`src/rtl/pacman_game_sequencer.sv`:
```
// pacman_game_sequencer: frame-level game-flow controller for the Pacman top.
// It turns per-pixel coin/monster strobes into at most one event per frame and
// runs IDLE -> READY -> PLAY -> DYING / LEVEL_CLEAR -> GAME_OVER. It also keeps
// the score, lives, level and coins-left counters.
// Optional feature: define GAME_EXTRA_LIFE_EN to grant one extra life per game
// when the score first reaches EXTRA_LIFE_SCORE.
module pacman_game_sequencer #(
   parameter int COIN_COUNT       = 64,
   parameter int START_LIVES      = 3,
   parameter int MAX_LIVES        = 5,
   parameter int READY_FRAMES     = 90,
   parameter int DYING_FRAMES     = 60,
   parameter int CLEAR_FRAMES     = 120,
   parameter int COIN_POINTS      = 10,
   parameter int EXTRA_LIFE_SCORE = 1000
) (
   input  logic        clk,
   input  logic        resetN,
   input  logic        startOfFrame,
   input  logic        start_key,
   input  logic        coin_hit,
   input  logic        monster_hit,
   output logic [2:0]  game_state,
   output logic        play_enable,
   output logic        level_restart,
   output logic        pacman_restart,
   output logic [15:0] score,
   output logic [2:0]  lives,
   output logic [3:0]  level,
   output logic [7:0]  coins_left
);

   typedef enum logic [2:0] {
      S_IDLE  = 3'd0,
      S_READY = 3'd1,
      S_PLAY  = 3'd2,
      S_DYING = 3'd3,
      S_CLEAR = 3'd4,
      S_OVER  = 3'd5
   } state_t;

   localparam logic [7:0]  READY_LAST = 8'(READY_FRAMES - 1);
   localparam logic [7:0]  DYING_LAST = 8'(DYING_FRAMES - 1);
   localparam logic [7:0]  CLEAR_LAST = 8'(CLEAR_FRAMES - 1);
   localparam logic [7:0]  COINS_INIT = 8'(COIN_COUNT);
   localparam logic [2:0]  LIVES_INIT = 3'(START_LIVES);
   localparam logic [16:0] PTS        = 17'(COIN_POINTS);

   state_t      state_q, state_d;
   logic [7:0]  frame_q, frame_d;
   logic        coin_pend_q, coin_pend_d;
   logic        mon_pend_q, mon_pend_d;
   logic        key_q;
   logic [15:0] score_q, score_d;
   logic [2:0]  lives_q, lives_d;
   logic [3:0]  level_q, level_d;
   logic [7:0]  coins_q, coins_d;
   logic        play_q, play_d;
   logic        lvl_rst_q, lvl_rst_d;
   logic        pac_rst_q, pac_rst_d;

   logic        key_rise;
   logic [7:0]  frame_last;
   logic        timer_done;
   logic [7:0]  coins_dec;
   logic [16:0] score_sum;
   logic [15:0] score_sat;

`ifdef GAME_EXTRA_LIFE_EN
   localparam logic [16:0] XL_SCORE  = 17'(EXTRA_LIFE_SCORE);
   localparam logic [2:0]  LIVES_MAX = 3'(MAX_LIVES);
   logic        bonus_q, bonus_d;
`else
   logic [1:0]  unused_params;
   assign unused_params = {EXTRA_LIFE_SCORE[0], MAX_LIVES[0]};
`endif

   assign key_rise  = start_key & ~key_q;
   assign coins_dec = coins_q - 8'd1;
   assign score_sum = {1'b0, score_q} + PTS;
   assign score_sat = score_sum[16] ? 16'hFFFF : score_sum[15:0];

   // Pick the last frame index of whichever timed state is active
   always_comb begin
      frame_last = 8'hFF;
      case (state_q)
         S_READY:         frame_last = READY_LAST;
         S_DYING:         frame_last = DYING_LAST;
         S_CLEAR, S_OVER: frame_last = CLEAR_LAST;
         default:         frame_last = 8'hFF;
      endcase
   end

   assign timer_done = startOfFrame && (frame_q == frame_last);

   // Next-state, bookkeeping and restart-pulse decisions
   always_comb begin
      state_d   = state_q;
      score_d   = score_q;
      lives_d   = lives_q;
      level_d   = level_q;
      coins_d   = coins_q;
      lvl_rst_d = 1'b0;
      pac_rst_d = 1'b0;
`ifdef GAME_EXTRA_LIFE_EN
      bonus_d   = bonus_q;
`endif
      case (state_q)
         S_IDLE: begin
            if (key_rise) begin
               state_d   = S_READY;
               score_d   = 16'd0;
               lives_d   = LIVES_INIT;
               level_d   = 4'd1;
               coins_d   = COINS_INIT;
               lvl_rst_d = 1'b1;
               pac_rst_d = 1'b1;
`ifdef GAME_EXTRA_LIFE_EN
               bonus_d   = 1'b0;
`endif
            end
         end
         S_READY: begin
            if (timer_done) state_d = S_PLAY;
         end
         S_PLAY: begin
            if (startOfFrame) begin
               if (coin_pend_q) begin
                  coins_d = coins_dec;
                  score_d = score_sat;
`ifdef GAME_EXTRA_LIFE_EN
                  if (!bonus_q && ({1'b0, score_q} < XL_SCORE) &&
                      ({1'b0, score_sat} >= XL_SCORE)) begin
                     bonus_d = 1'b1;
                     if (lives_q < LIVES_MAX) lives_d = lives_q + 3'd1;
                  end
`endif
               end
               // Clearing the level wins over a monster caught in the same frame
               if (coin_pend_q && (coins_dec == 8'd0)) state_d = S_CLEAR;
               else if (mon_pend_q)                    state_d = S_DYING;
            end
         end
         S_DYING: begin
            if (timer_done) begin
               lives_d = lives_q - 3'd1;
               if (lives_q == 3'd1) begin
                  state_d = S_OVER;
               end else begin
                  state_d   = S_READY;
                  pac_rst_d = 1'b1;
               end
            end
         end
         S_CLEAR: begin
            if (timer_done) begin
               state_d   = S_READY;
               level_d   = (level_q == 4'd15) ? level_q : level_q + 4'd1;
               coins_d   = COINS_INIT;
               lvl_rst_d = 1'b1;
               pac_rst_d = 1'b1;
            end
         end
         S_OVER: begin
            if (timer_done) state_d = S_IDLE;
         end
         default: state_d = S_IDLE;
      endcase
   end

   // Frame counter and per-frame event capture
   always_comb begin
      if (state_d != state_q) frame_d = 8'd0;
      else if (startOfFrame)  frame_d = frame_q + 8'd1;
      else                    frame_d = frame_q;

      coin_pend_d = coin_pend_q;
      mon_pend_d  = mon_pend_q;
      if (startOfFrame) begin
         coin_pend_d = 1'b0;
         mon_pend_d  = 1'b0;
      end else if (state_q == S_PLAY) begin
         coin_pend_d = coin_pend_q | coin_hit;
         mon_pend_d  = mon_pend_q | monster_hit;
      end
      play_d = (state_d == S_PLAY);
   end

   // State and counter registers; reset returns everything to a blank IDLE
   always_ff @(posedge clk or negedge resetN) begin
      if (!resetN) begin
         state_q     <= S_IDLE;
         frame_q     <= 8'd0;
         coin_pend_q <= 1'b0;
         mon_pend_q  <= 1'b0;
         key_q       <= 1'b0;
         score_q     <= 16'd0;
         lives_q     <= 3'd0;
         level_q     <= 4'd0;
         coins_q     <= 8'd0;
         play_q      <= 1'b0;
         lvl_rst_q   <= 1'b0;
         pac_rst_q   <= 1'b0;
`ifdef GAME_EXTRA_LIFE_EN
         bonus_q     <= 1'b0;
`endif
      end else begin
         state_q     <= state_d;
         frame_q     <= frame_d;
         coin_pend_q <= coin_pend_d;
         mon_pend_q  <= mon_pend_d;
         key_q       <= start_key;
         score_q     <= score_d;
         lives_q     <= lives_d;
         level_q     <= level_d;
         coins_q     <= coins_d;
         play_q      <= play_d;
         lvl_rst_q   <= lvl_rst_d;
         pac_rst_q   <= pac_rst_d;
`ifdef GAME_EXTRA_LIFE_EN
         bonus_q     <= bonus_d;
`endif
      end
   end

   assign game_state     = state_q;
   assign play_enable    = play_q;
   assign level_restart  = lvl_rst_q;
   assign pacman_restart = pac_rst_q;
   assign score          = score_q;
   assign lives          = lives_q;
   assign level          = level_q;
   assign coins_left     = coins_q;

endmodule
```
`config.mk`:
```
export PLATFORM = sky130hd
export DESIGN_NAME = pacman_game_sequencer
export DESIGN_NICKNAME = d
export VERILOG_FILES = /design/src/rtl/pacman_game_sequencer.sv
export SDC_FILE = /design/constraint.sdc
export NUM_CORES = 1
export LEC_CHECK = 0
export CAP_MARGIN = 30
export CORE_MARGIN = 2
export CORE_UTILIZATION = 59
export CTS_CLUSTER_DIAMETER = 60
export DETAILED_ROUTE_END_ITERATION = 12
export PLACE_DENSITY = 0.86
export SLEW_MARGIN = 5
export SYNTH_ARGS = -nofsm -noshare
export SYNTH_HDL_FRONTEND = slang
export SYNTH_SLANG_ARGS = --single-unit
```
`constraint.sdc`:
```
create_clock -name clk -period 3.9 [get_ports clk]
set_input_delay 0.78 -clock clk [delete_from_list [all_inputs] [get_ports clk]]
set_output_delay 0.78 -clock clk [all_outputs]
set_load 0.01 [all_outputs]
```
# ---- Word level (Yosys, flattened, before mapping)
# Index checks and enable logic that the tools add are counted.
dict set report classes {
  n_addsub 5
  n_eq_ne 16
  n_mux 40
  n_bitwise 4
  n_reduce_logical 15
}
# operator count
set ops {}
lappend ops {{16-bit 2-to-1 mux} 4}
lappend ops {{8-bit 2-to-1 mux} 6}
lappend ops {{8-bit case mux with 3 select lines} 2}
lappend ops {{3-bit 2-to-1 mux} 11}
lappend ops {{16-bit case mux with 2 select lines} 1}
lappend ops {{3-bit case mux with 6 select lines} 1}
lappend ops {{16-bit by 4-bit adder with 17-bit output, second input constant} 1}
lappend ops {{4-bit 2-to-1 mux} 3}
lappend ops {{2-bit != test, second input constant} 6}
lappend ops {{2-bit nonzero test} 5}
lappend ops {{3-bit by 2-bit equality test with 1-bit output, second input constant} 3}
lappend ops {{8-bit by 1-bit adder with 8-bit output, second input constant} 1}
lappend ops {{8-bit equality test} 1}
lappend ops {{8-bit logical NOT} 1}
lappend ops {{1-bit 2-to-1 mux} 8}
lappend ops {{4-bit case mux with 2 select lines} 1}
lappend ops {{4-bit AND reduction} 2}
lappend ops {{8-bit by 1-bit subtractor with 8-bit output, second input constant} 1}
lappend ops {{3-bit by 1-bit equality test with 1-bit output, second input constant} 2}
lappend ops {{3-bit equality test, second input constant} 2}
lappend ops {{3-bit case mux with 2 select lines} 1}
lappend ops {{5-bit AND reduction} 1}
lappend ops {{4-bit by 1-bit adder with 4-bit output, second input constant} 1}
lappend ops {{4-bit equality test, second input constant} 1}
lappend ops {{other kinds (12)} 14}
dict set report totals {
  ff_bits 48
  wordCells 92
}

# ---- Longest topological paths before layout
dict set report depth {
  word_depth 9
  depth_mapped 8
}

# ---- Worst setup path after synthesis
# No wires, ideal clock.
dict set report synth_timing {
  path_kind {reg-to-reg}
  startpoint {register coins_q[0] (netlist: coins_left[0])}
  endpoint {register frame_q[0]}
  setup_time_ns 0.148
  arrival_time_ns 2.133
  required_time_ns 3.752
  slack_ns 1.619
  path_stages_with_launch 8
  n_path_buf 0
  synth_period_minus_slack_ns 2.281
  path_cell_list {dfrtp_1 inv_1 ha_1 or3b_4 or4_4 and4_4 o211ai_4 a211oi_1}
}
dict set report synth_between {
  elab_chain_len 8
  elab_cells_between_ends 9
  classes_between {add/sub: 1; eq/ne: 1; mux: 4; reduce/logical: 3}
}
# element line_no
set synth_lines {}
lappend synth_lines {{start: declaration} 57} ;# logic [7:0] coins_q, coins_d;
lappend synth_lines {{start signal: assignment} 216} ;# coins_q <= coins_d;
lappend synth_lines {{8-bit by 1-bit subtractor with 8-bit output (*)} 79} ;# assign coins_dec = coins_q - 8'd1;
lappend synth_lines {{8-bit logical NOT (*)} 140} ;# if (coin_pend_q && (coins_dec == 8'd0)) state_d = S_CLEAR;
lappend synth_lines {{1-bit logical AND (*)} 140}
lappend synth_lines {{3-bit 2-to-1 mux (*)} 140}
lappend synth_lines {{3-bit 2-to-1 mux (*)} 127} ;# if (startOfFrame) begin
lappend synth_lines {{3-bit case mux with 6 select lines (*)} 108} ;# case (state_q)
lappend synth_lines {{3-bit != test (*)} 173} ;# if (state_d != state_q) frame_d = 8'd0;
lappend synth_lines {{8-bit 2-to-1 mux or 2-bit nonzero test (tied branches)} --}
lappend synth_lines {{end signal: assignment} 209} ;# frame_q <= frame_d;
lappend synth_lines {{end: declaration} 50} ;# logic [7:0] frame_q, frame_d;
# Every way passes the cells marked *; elsewhere a longest branch is shown, timed or not.
# A chain may end at the register's enable or synchronous reset.

# ---- Final worst setup path
dict set report layout_timing {
  startpoint {input port startOfFrame}
  endpoint {register frame_q[4]}
}
dict set report layout_between {
  elab_chain_len 5
  elab_cells_between_ends 10
  classes_between {eq/ne: 1; mux: 7; reduce/logical: 2}
}
# element line_no
set layout_lines {}
lappend layout_lines {{start: declaration} 19} ;# input logic startOfFrame,
lappend layout_lines {{1-bit logical AND} 94} ;# assign timer_done = startOfFrame && (frame_q == frame_last);
lappend layout_lines {{3-bit 2-to-1 mux, on equally long branches} --}
lappend layout_lines {{3-bit case mux with 6 select lines} 108}
lappend layout_lines {{3-bit != test} 173}
lappend layout_lines {{8-bit 2-to-1 mux or 2-bit nonzero test (tied branches)} --}
# Parallel ways exist; a longest one is shown, timed or not.

==> impl_results.md <==
* Outcome: completed
* EDFF count, synth at 0
* Wirelength per Cell at 16.5 um
* Clock buffer depth at 2
* Residual DRC count at 0
* Crit Path Class: primary input to flip-flop
* Setup bufs post-CTS at 0
* Clock root buffer master: clkbuf_8
* # hold bufs at CTS at 0
* Most frequent cell after synthesis: dfrtp_1
* Arrival time worst endpoint at 2.91 ns
* Max capacitance violation total at 0
* DRT Pass-1 Iters at 4
* Setup Skew at 0.00424 ns
* CTS resizes at 0
* Port Buffers at 42
* Core Util, Final at 72.0%
* DR top layer: met4
* CP max FO at 15
* Ys async rst share at 100%
* Area post-placement at 0.00333 sq mm
* CP Capture Type: flip-flop
* Tot GR Track Use at 25.9%
* Post-route minimum period at 2.76 ns
* CTS Buf Count at 5
* Max VDD drop at 186 uV
* Seq/Total Area, Yosys at 41.0%
* # diodes at 0
* Die Wd at 74.4 um
* Number of global-route vias before repair at 2423
* Final setup vio count at 0
* Top post-synthesis cells by area: dfrtp_1, nand2_1, ha_1
* Antenna Nets Post-Route at 0
* Largest net degree at the start of global routing at 35
* Hold Crit Class: primary input to async pin
* Synthesis-to-finish area growth at 16.9%
* Met2 WL at 3110 um
* Vias per cell at 6.23
* Cell variety after synth at 72
* R2R depth at 6
* IO Count at 43
* FF+latch count, synth at 48
* Critical Path RT at 4.06 ns
* Initial DRC Count at 269
* Global route total overflow at 0
* Share of the synthesized area in the top cell type at 41.0%
* Detailed-route via count at 2499
* Die Area at 0.00554 sq mm
* Worst skew pair latency at 0.30 ns
* Starting Density at 61.6%
* DRT Wirelength at 6600 um
* H-Tree Depth at 2
* NumNets Final at 346
* Max-slew headroom at 50.5%
* Final hold vios at 0
* Static leakage at 1.39 nW
* Dominant synthesized flop cell: dfrtp_1
* Fin. max-slew vios at 0
* Initial antenna violation count at 0
* First-pass GRT wire length at 11200 um
* Mapped cell area at 0.00293 sq mm
* Gp weighted congestion at 0.834
* Unrepaired setup endpoints after global routing: false
* CTS tree: yes
* Commonest cells in the synthesized netlist: dfrtp_1, nand2_1, nor2_1, a21oi_1, o21ai_0
* Largest area contributor in the netlist: dfrtp_1
* Power Density at 316 mW/mm^2
* Worst-Margin Slew at 0.741 ns
* Setup TNS after final layout at 0 ns
* Post-synthesis area per instance at 9.85 sq um
* Ys Warns at 0
* Core footprint at 0.00475 sq mm
* Share of cells above drive strength 1 at 10.5%
* Synth Instances at 297
* Tcrit/Tclk final at 70.7%
* Fmax at 362 MHz
* DR WL met3 at 358 um
* CP Launch Type: primary input
* HPWL after detailed placement at 4720 um
* Clk pin slew, worst setup/hold paths at 0.09 ns
* Clock sink total at 48
* Post-route design area at 0.00342 sq mm
* # rows at 25
* Die Span Y at 74.4 um
* Met1 WL at 3050 um
* Net Count, Synth at 310
where the power goes:
group | internal, mW | switching (mW)
sequential | 0.525 | 0.0620
combinational | 0.0830 | 0.0977
clock | 0.142 | 0.173
stage by stage:
stage,power (mW),hold WS (ns),worst slack [ns],cells
finish,1.08,0.377,1.14,401
global route,1.13,0.395,0.979,401
CTS,1.08,0.388,1.16,401
detailed placement,0.776,0.492,0.835,393
global placement,0.764,0.476,0.892,392
floorplan,0.729,0.463,1.62,297
final timing paths:
| kind | startpoint | endpoint | slack (ns) |
|---|---|---|---|
| worst max register to register | game_state[1] | coins_left[4] | 1.32 |
| max in group asynchronous | resetN | coins_left[5] | 3.03 |
| min in group clk | score[0] | score[0] | 0.51 |
| worst min register to register | score[0] | score[0] | 0.51 |
| worst max-delay path | startOfFrame | frame_q[4] | 1.14 |
| worst min-delay path | resetN | frame_q[3] | 0.38 |
cell families (layout without fill, tap and decap cells):
group / count (synthesis) / count (layout) / synth area share (%)
buffers and inverters: 26 / 63 / 5.81
adders and majority gates: 7 / 7 / 2.99
xor gates and xnor gates: 12 / 12 / 3.59
and+or+nand+nor: 109 / 109 / 20.9
AOI/OAI and AO/OA: 91 / 91 / 24.3
muxes: 4 / 4 / 1.37
DFF: 48 / 48 / 41.0
flip-flops by register name, indices dropped and copies added, names as in the netlist:
| name | count |
|---|---|
| mon_pend_q | 1 |
| lives | 3 |
| level_restart | 1 |
| frame_q | 8 |
| coin_pend_q | 1 |
| play_enable | 1 |
| pacman_restart | 1 |
| level | 4 |
| score | 16 |
| game_state | 3 |
| coins_left | 8 |
| key_q | 1 |
worst max-delay path, cell delays in order:
cell	delay [ns]
clkdlybuf4s50_1	0.77
o2111ai_2	0.23
a211o_4	0.44
o32ai_2	0.56
a211oi_1	0.13
per-layer routing:
layer | global-route usage (%) | vias to the layer above
met4 | 9.13 | 0
li1 | - | 1189
met1 | 36.3 | 1213
met3 | 4.74 | 9
met2 | 40.7 | 88
met5 | 0 | -
cell type report:
cell class,count,area (sq um)
Clock buffer,6,82.6
Timing Repair Buffer,44,443
Multi-Input combinational cell,223,1560
Inverter,11,46.3
Sequential cell,48,1200
Fill cell,397,1330
Tap cell,67,83.8
Clock inverter,2,10.0
placed cells by master (no fill, tap or decap), types with 2 or more instances in the layout:
cell             count
xnor2_1              5
nand2_1             25
clkbuf_8             6
nand2b_1             3
o22ai_1              3
a211o_1              2
and3_1               5
mux2i_1              4
a21oi_2              2
a21oi_1             15
dfrtp_1             48
or4_4                2
or3_1                2
a2bb2oi_1            2
nor2b_1              2
clkdlybuf4s50_1     41
ha_1                 7
a31oi_1              9
clkinv_2             2
nand3_1             13
o211ai_1             3
o221a_1              2
xor2_1               7
o21a_1               2
nor2_1              18
o211a_1              2
nand4_1              6
nor4_1               3
a211oi_1            10
inv_1                9
o21ai_1              3
nor3_1              11
a2111o_1             3
nand3b_1             3
a22o_1               2
o21ai_0             14
(Power assumes the default switching activity.)
